### config.mk
export PLATFORM = sky130hd
export DESIGN_NAME = btn_conditioner
export DESIGN_NICKNAME = d
export VERILOG_FILES = /design/src/rtl/btn_conditioner.sv
export SDC_FILE = /design/constraint.sdc
export NUM_CORES = 1
export LEC_CHECK = 0
export BUFFER_PORTS_ARGS = -buffer_cell sky130_fd_sc_hd__buf_2
export CAP_MARGIN = 20
export CORE_MARGIN = 10
export CORE_UTILIZATION = 40
export CTS_CLUSTER_SIZE = 24
export DETAILED_ROUTE_END_ITERATION = 8
export PLACE_DENSITY_LB_ADDON = 0.2
export REMOVE_ABC_BUFFERS = 1
export SLEW_MARGIN = 20
export SYNTH_ARGS = -nofsm -noshare
export SYNTH_HDL_FRONTEND = slang
export SYNTH_SLANG_ARGS = --single-unit
### constraint.sdc
create_clock -name clk -period 3.3 [get_ports clk]
set_clock_uncertainty 0.05 [all_clocks]
set_input_delay 0.495 -clock clk [delete_from_list [all_inputs] [get_ports clk]]
set_output_delay 0.495 -clock clk [all_outputs]
set_load 0.01 [all_outputs]
### src/rtl/btn_conditioner.sv
// Five-key debounce and event extraction: clean levels, press/release pulses, long-press pulse.
// Define BTN_LONG_PRESS_EN to build the per-key hold timers; otherwise btn_long is tied low.
module btn_conditioner #(
  parameter int unsigned NUM_BTN     = 5,
  parameter int unsigned CLK_HZ      = 100_000_000,
  parameter int unsigned DEBOUNCE_MS = 20,
  parameter int unsigned LONG_MS     = 3000
) (
  input  logic               clk,
  input  logic               rst,
  input  logic [NUM_BTN-1:0] btn_raw,
  output logic [NUM_BTN-1:0] btn_level,
  output logic [NUM_BTN-1:0] btn_press,
  output logic [NUM_BTN-1:0] btn_release,
  output logic [NUM_BTN-1:0] btn_long,
  output logic               ms_tick
);

  localparam int unsigned TICK_CYC = CLK_HZ / 1000;
  localparam int unsigned PRE_W    = (TICK_CYC > 1) ? $clog2(TICK_CYC) : 1;
  localparam int unsigned DB_W     = 8;
  localparam logic [PRE_W-1:0] PRE_LAST = PRE_W'(TICK_CYC - 1);
  localparam logic [DB_W-1:0]  DB_LAST  = DB_W'(DEBOUNCE_MS - 1);

  logic [NUM_BTN-1:0] r_sync1;
  logic [NUM_BTN-1:0] r_sync2;
  logic [PRE_W-1:0]   r_pre;
  logic               r_tick;
  logic [NUM_BTN-1:0] w_level;
  logic [NUM_BTN-1:0] r_level_d;
  logic [NUM_BTN-1:0] r_press;
  logic [NUM_BTN-1:0] r_release;

  // Two-flop synchronizer; the only consumer of btn_raw.
  always_ff @(posedge clk) begin
    if (rst) begin
      r_sync1 <= '0;
      r_sync2 <= '0;
    end else begin
      r_sync1 <= btn_raw;
      r_sync2 <= r_sync1;
    end
  end

  // Shared 1 ms prescaler; strobe is registered and lands on the wrap.
  always_ff @(posedge clk) begin
    if (rst) begin
      r_pre  <= '0;
      r_tick <= 1'b0;
    end else if (r_pre == PRE_LAST) begin
      r_pre  <= '0;
      r_tick <= 1'b1;
    end else begin
      r_pre  <= r_pre + PRE_W'(1);
      r_tick <= 1'b0;
    end
  end

  for (genvar g = 0; g < NUM_BTN; g++) begin : g_chan
    logic [DB_W-1:0] r_db;
    logic            r_level;

    // Any agreement with the synchronized input wipes the count.
    always_ff @(posedge clk) begin
      if (rst) begin
        r_db    <= '0;
        r_level <= 1'b0;
      end else if (r_sync2[g] == r_level) begin
        r_db <= '0;
      end else if (r_tick) begin
        if (r_db == DB_LAST) begin
          r_db    <= '0;
          r_level <= ~r_level;
        end else begin
          r_db <= r_db + DB_W'(1);
        end
      end
    end

    assign w_level[g] = r_level;

`ifdef BTN_LONG_PRESS_EN
    localparam int unsigned HOLD_W = 16;
    localparam logic [HOLD_W-1:0] HOLD_MAX = HOLD_W'(LONG_MS);

    logic [HOLD_W-1:0] r_hold;
    logic              r_sat_d;
    logic              r_long;

    // Saturating hold timer; the pulse fires once on the first cycle at saturation.
    always_ff @(posedge clk) begin
      if (rst) begin
        r_hold  <= '0;
        r_sat_d <= 1'b0;
        r_long  <= 1'b0;
      end else begin
        if (!r_level) begin
          r_hold <= '0;
        end else if (r_tick && (r_hold != HOLD_MAX)) begin
          r_hold <= r_hold + HOLD_W'(1);
        end
        r_sat_d <= (r_hold == HOLD_MAX);
        r_long  <= (r_hold == HOLD_MAX) && !r_sat_d;
      end
    end

    assign btn_long[g] = r_long;
`endif
  end

`ifndef BTN_LONG_PRESS_EN
  // LONG_MS has no effect in this build.
  assign btn_long = (LONG_MS > 0) ? '0 : '0;
`endif

  // Registered edge detect of the debounced level.
  always_ff @(posedge clk) begin
    if (rst) begin
      r_level_d <= '0;
      r_press   <= '0;
      r_release <= '0;
    end else begin
      r_level_d <= w_level;
      r_press   <= w_level & ~r_level_d;
      r_release <= ~w_level & r_level_d;
    end
  end

  assign btn_level   = w_level;
  assign btn_press   = r_press;
  assign btn_release = r_release;
  assign ms_tick     = r_tick;

endmodule

; ---- Word level (Yosys, flattened, before mapping)
; Index checks and enable logic that the tools add are counted.
[word_totals]
out_inout_bits = 21
in_bits = 7
elab_cells = 65
ff_bits = 88
[op_classes]
bitwise_logic = 14
n_addsub = 6
n_eq_ne = 11
muxes = 6
n_reduce_logical = 11
[op_table]
columns = cell, count
row1 = $add 8x1->8 const B, 5
row2 = $eq 8x5->1 const B, 5
row3 = $mux 8, 5
row4 = $add 17x1->17 const B, 1
row5 = $eq 17x17->1 const B, 1
row6 = $reduce_and 3->1, 5
row7 = $reduce_or 2->1, 6
row8 = $and 5x5->5, 2
row9 = $not 1->1, 10
row10 = $not 5->5, 2
row11 = $eq 1x1->1, 5
row12 = $mux 1, 1

; ---- Depth between registers and ports, before layout
[depth]
depth_word = 3
ltp_mapped = 6
mapped_depth_nobuf = 5

; ---- Least setup slack after synthesis
; No wires, ideal clock.
[synth_timing]
kind = register to register
startpoint = register r_pre[0]
endpoint = register r_pre[16]
t_arrival_ns = 1.429
n_path_buf = 0
slack_ns = 1.751
setup_time_ns = 0.070
period_less_slack_ns = 1.549
required_ns = 3.180
path_stages_with_launch = 6
cell_sequence = dfxtp_1 > ha_1 > and4_1 > nand3_1 > or4_1 > a21oi_1
[synth_via]
elab_chain_len = 2
elab_cells_between_ends = 3
cone_classes = add/sub (1) / eq/ne (1) / reduce/logical (1)
[synth_lines]
columns = element, line
row1 = from (decl), 27  ; logic [PRE_W-1:0] r_pre;
row2 = from (signal assigned), 54  ; r_pre <= r_pre + PRE_W'(1);
row3 = branches (longest 2 deep; another with $add 17x1->17), n/a
; Several ways; the timed one is not identified.
; A chain may end at the register's enable or synchronous reset.

; ---- Final worst setup path
[layout_timing]
startpoint = register r_tick, in the netlist ms_tick
endpoint = output ms_tick
[layout_lines]
columns = element, line
row1 = from (decl), 28  ; logic r_tick;
row2 = from (signal assigned), 49  ; r_tick <= 1'b0;
row3 = from (signal assigned), 52  ; r_tick <= 1'b1;
row4 = from (signal assigned), 55  ; r_tick <= 1'b0;
row5 = to (decl), 16  ; output logic ms_tick
; No word-level cell between the ends.

==> summary.md <==
| Metric | Value |
|---|---|
| Hold Slack | about 0.3 ns |
| R2R depth | 5 |
| Worst-Margin Slew | roughly 0.55 ns |
| Achievable Freq | roughly 0.5 GHz |
| Final nets | 403 |
| Layout cells sized above 1 | 13.2% |
| Status | completed |
| Mux contribution to synthesized area | roughly 2.7% |
| Largest net degree at the start of global routing | 29 |
| # setup viols final | 0 |
| Layout area overhead | 9.43% |
| Yosys top cell by area | dfxtp_1 |
| Initial antenna violation count | 0 |
| Cell Area, Placed | approximately 3800 µm² |
| Final min period | a little over 2 ns |
| Final instance area | between 4000 and 5000 µm² |
| Die area | 13400 µm² |
| Reg clk slew, reported paths | 0.09 ns |
| Data required time of the critical path | 2.75 ns |
| Pwr Total | 1.98 mW |
| Hold Startpoint | btn_raw[0] |
| Avg WL per Cell | between 10 and 15 µm |
| FF-to-FF Start | ms_tick |
| Die extent in x | 116 µm |
| Post-synthesis compound-gate area fraction | 0.683% |
| Multi-input logic area | 1750 µm² |
| CP Class | register to primary output |
| PnR worst setup slack | roughly 1.3 ns |
| Routed vias/inst | around 4.8 |
| Hold Path Stages | 2 |
| Total setup buffers inserted after CTS | 0 |
| VDD IR max | between 0.2 and 0.3 mV |
| Worst min-delay path category | input port to register |
| CTS H-tree depth | 3 |
| R2R setup slack | about 1.4 ns |
| Reg-to-Reg End | g_chan[2].r_db[0] |
| Setup TNS | 0 ns |
| Post-Synthesis Cells | approximately 370 |
| # rows | 34 |
| Total Wirelength | 5950 µm |
| EDFF count, synth | 0 |
| Max transition margin | between 60% and 70% |
| Synthesized flop and latch total | just under 90 |
| CP Data Arrival Time | 1.48 ns |
| GRT Residual Overflow | 0 |
| Worst skew pair latency | 0.35 ns |
| Slowest CP cell | dfxtp_1 |
| Final Hold Viols | 0 |
| RSZ-0062 raised after global routing | false |
| Dpl ws | 1.39 ns |
| Gr usage total | 9.43% |
| Yosys cell types | 32 |
| Top-Level Pins | 28 |
| Top_reg_cell synth | dfxtp_1 |
| Seq/Total Area, Yosys | between 40% and 50% |
| Core Region | about 8800 µm² |
| Adder-cell share of the synthesized area | approximately 2.0% |
| HPWL Detailed | approximately 4200 µm |
| Resized cells post-CTS | 0 |
| CTS tree | yes |
| Finished Layout Cells | roughly 500 |
| CTS Buf Count | 9 |
| Via count | 2395 |
| Placed cell count | between 400 and 500 |
| Mapped Area | between 3000 and 4000 µm² |
| Worst-path cell chain | buf_4 -> buf_2 |
| FFs w/ async S/R, synth | 0% |
| Synth area leaders | dfxtp_1, nor2_1, xor2_1 |
| DRC Markers | 0 |
| Drt first pass iters | 4 |
| Max Cap Violations | 0 |
| Period utilization | around 61% |
| Synth Area in XOR/XNOR | 12.7% |
| Port buffer count | 22 |
| Syn Area/Cell | just under 10 µm² |
| CP peak stage delay | between 0.6 and 0.7 ns |
| Worst hold endpoint | r_sync1[0] |
| Share of Yosys cell area claimed by the top area cell type | a little under 50% |
| Fin. max-slew vios | 0 |
| Root Buffer | clkbuf_8 |
| Fillcell total | 868 |
| Crit path launch type | register |
| Crit end category | primary output |
| CTS Hold Bufs | 0 |
| Chip Height | roughly 120 µm |
| Clock Tree Buf Depth | 2 |
| Sink Count | just under 90 |
| Yosys warnings | 0 |
| Global-route wire length before repair | 10300 µm |
| P_leak | 1.38 nW |
| Most frequent cells in the layout | dfxtp_1, nor2_1, xor2_1, xnor2_1, buf_2 |
| Vias in the first global route | between 2000 and 2500 |
| DRT iter0 DRCs | 101 |
| Simple-Gate Fraction of Synth Area | just under 30% |
| Diode count | 0 |
| Final ANT Viol Nets | 0 |
| Largest family of logic cells by synthesized area | simple AND/OR/NAND/NOR gates |
| Reg area | between 1500 and 2000 µm² |
| Most common cell after layout, fill and taps aside | dfxtp_1 |
| Util after Layout | 45.5% |
| PD cells | about 490 nW/µm² |
| Initial Util | 41.6% |
| Placer Congestion | 0.790 |
| Critical-path maximum fanout | 19 |
[how the worst max path moves through the flow]
stage,from,end,slack [ns],cells after the start
6_report,ms_tick,ms_tick,1.28,2
5_1_grt,ms_tick,ms_tick,1.14,2
4_1_cts,ms_tick,ms_tick,1.24,2
3_5_place_dp,ms_tick,g_chan[1].r_db[3],1.39,5
3_3_place_gp,ms_tick,g_chan[1].r_db[4],1.42,5
2_1_floorplan,ms_tick,g_chan[1].r_db[0],1.34,4
[report_power, final]
group	switching, mW	leakage, nW	internal (mW)
clock network	0.367	0.113	0.501
logic	0.0211	0.552	0.0121
registers	0.00583	0.711	1.07
[registers in the layout (all words and copies together), names as in the netlist]
name	count
r_level_d	5
ms_tick	1
r_sync1	5
btn_release	5
g_chan.r_level	5
g_chan.r_db	40
btn_press	5
r_pre	17
r_sync2	5
[cell type report]
cell class                 count  area share (%)
timing repair buffer          24            3.12
clock buffer                  10            3.18
sequential                    88            43.9
tap                          108            3.37
inverter                       2           0.187
clock inverter                 5            2.65
multi-input combinational    265            43.5
[metal layers]
metal / track usage [%] / vias to the layer above / part of all wire, %
li1: - / 1258 / -
met1: 11.6 / 1091 / 50
met2: 14.8 / 41 / 43
met3: 3.82 / 5 / 5.5
met4: 3.09 / 0 / 1.0
met5: 0 / - / 0
[critical path, delay by kind of cell (launching register included)]
family | cells | cell delay, ns
buf+inv | 2 | 0.52
flops | 1 | 0.61
[cells by family (layout without fill, tap and decap cells)]
kind of cell | count (synthesis) | after routing
and+or+nand+nor | 187 | 187
DFF | 88 | 88
other | 1 | 5
xor gates and xnor gates | 53 | 53
muxes | 10 | 10
buffers and inverters | 25 | 41
AOI/OAI and AO/OA | 4 | 4
adders and majority gates | 6 | 6
[cells in the mapped netlist (2+ instances only)]
cell type / number
xor2_1: 28
nor3_1: 6
or4_4: 5
nor3b_1: 5
and4_1: 2
nor2_1: 68
clkbuf_1: 3
mux2i_1: 10
inv_1: 2
nor4bb_1: 2
nand2_1: 19
nor4_1: 2
nand3_1: 15
or4_1: 2
o31ai_1: 2
nand2b_1: 6
buf_2: 5
nor2b_1: 20
nor4b_4: 5
nor2_2: 4
a21oi_1: 2
buf_6: 4
nand4_1: 18
xnor2_1: 25
buf_4: 11
or2_1: 5
dfxtp_1: 88
ha_1: 6
No activity file was read; power rests on OpenSTA's default activity.
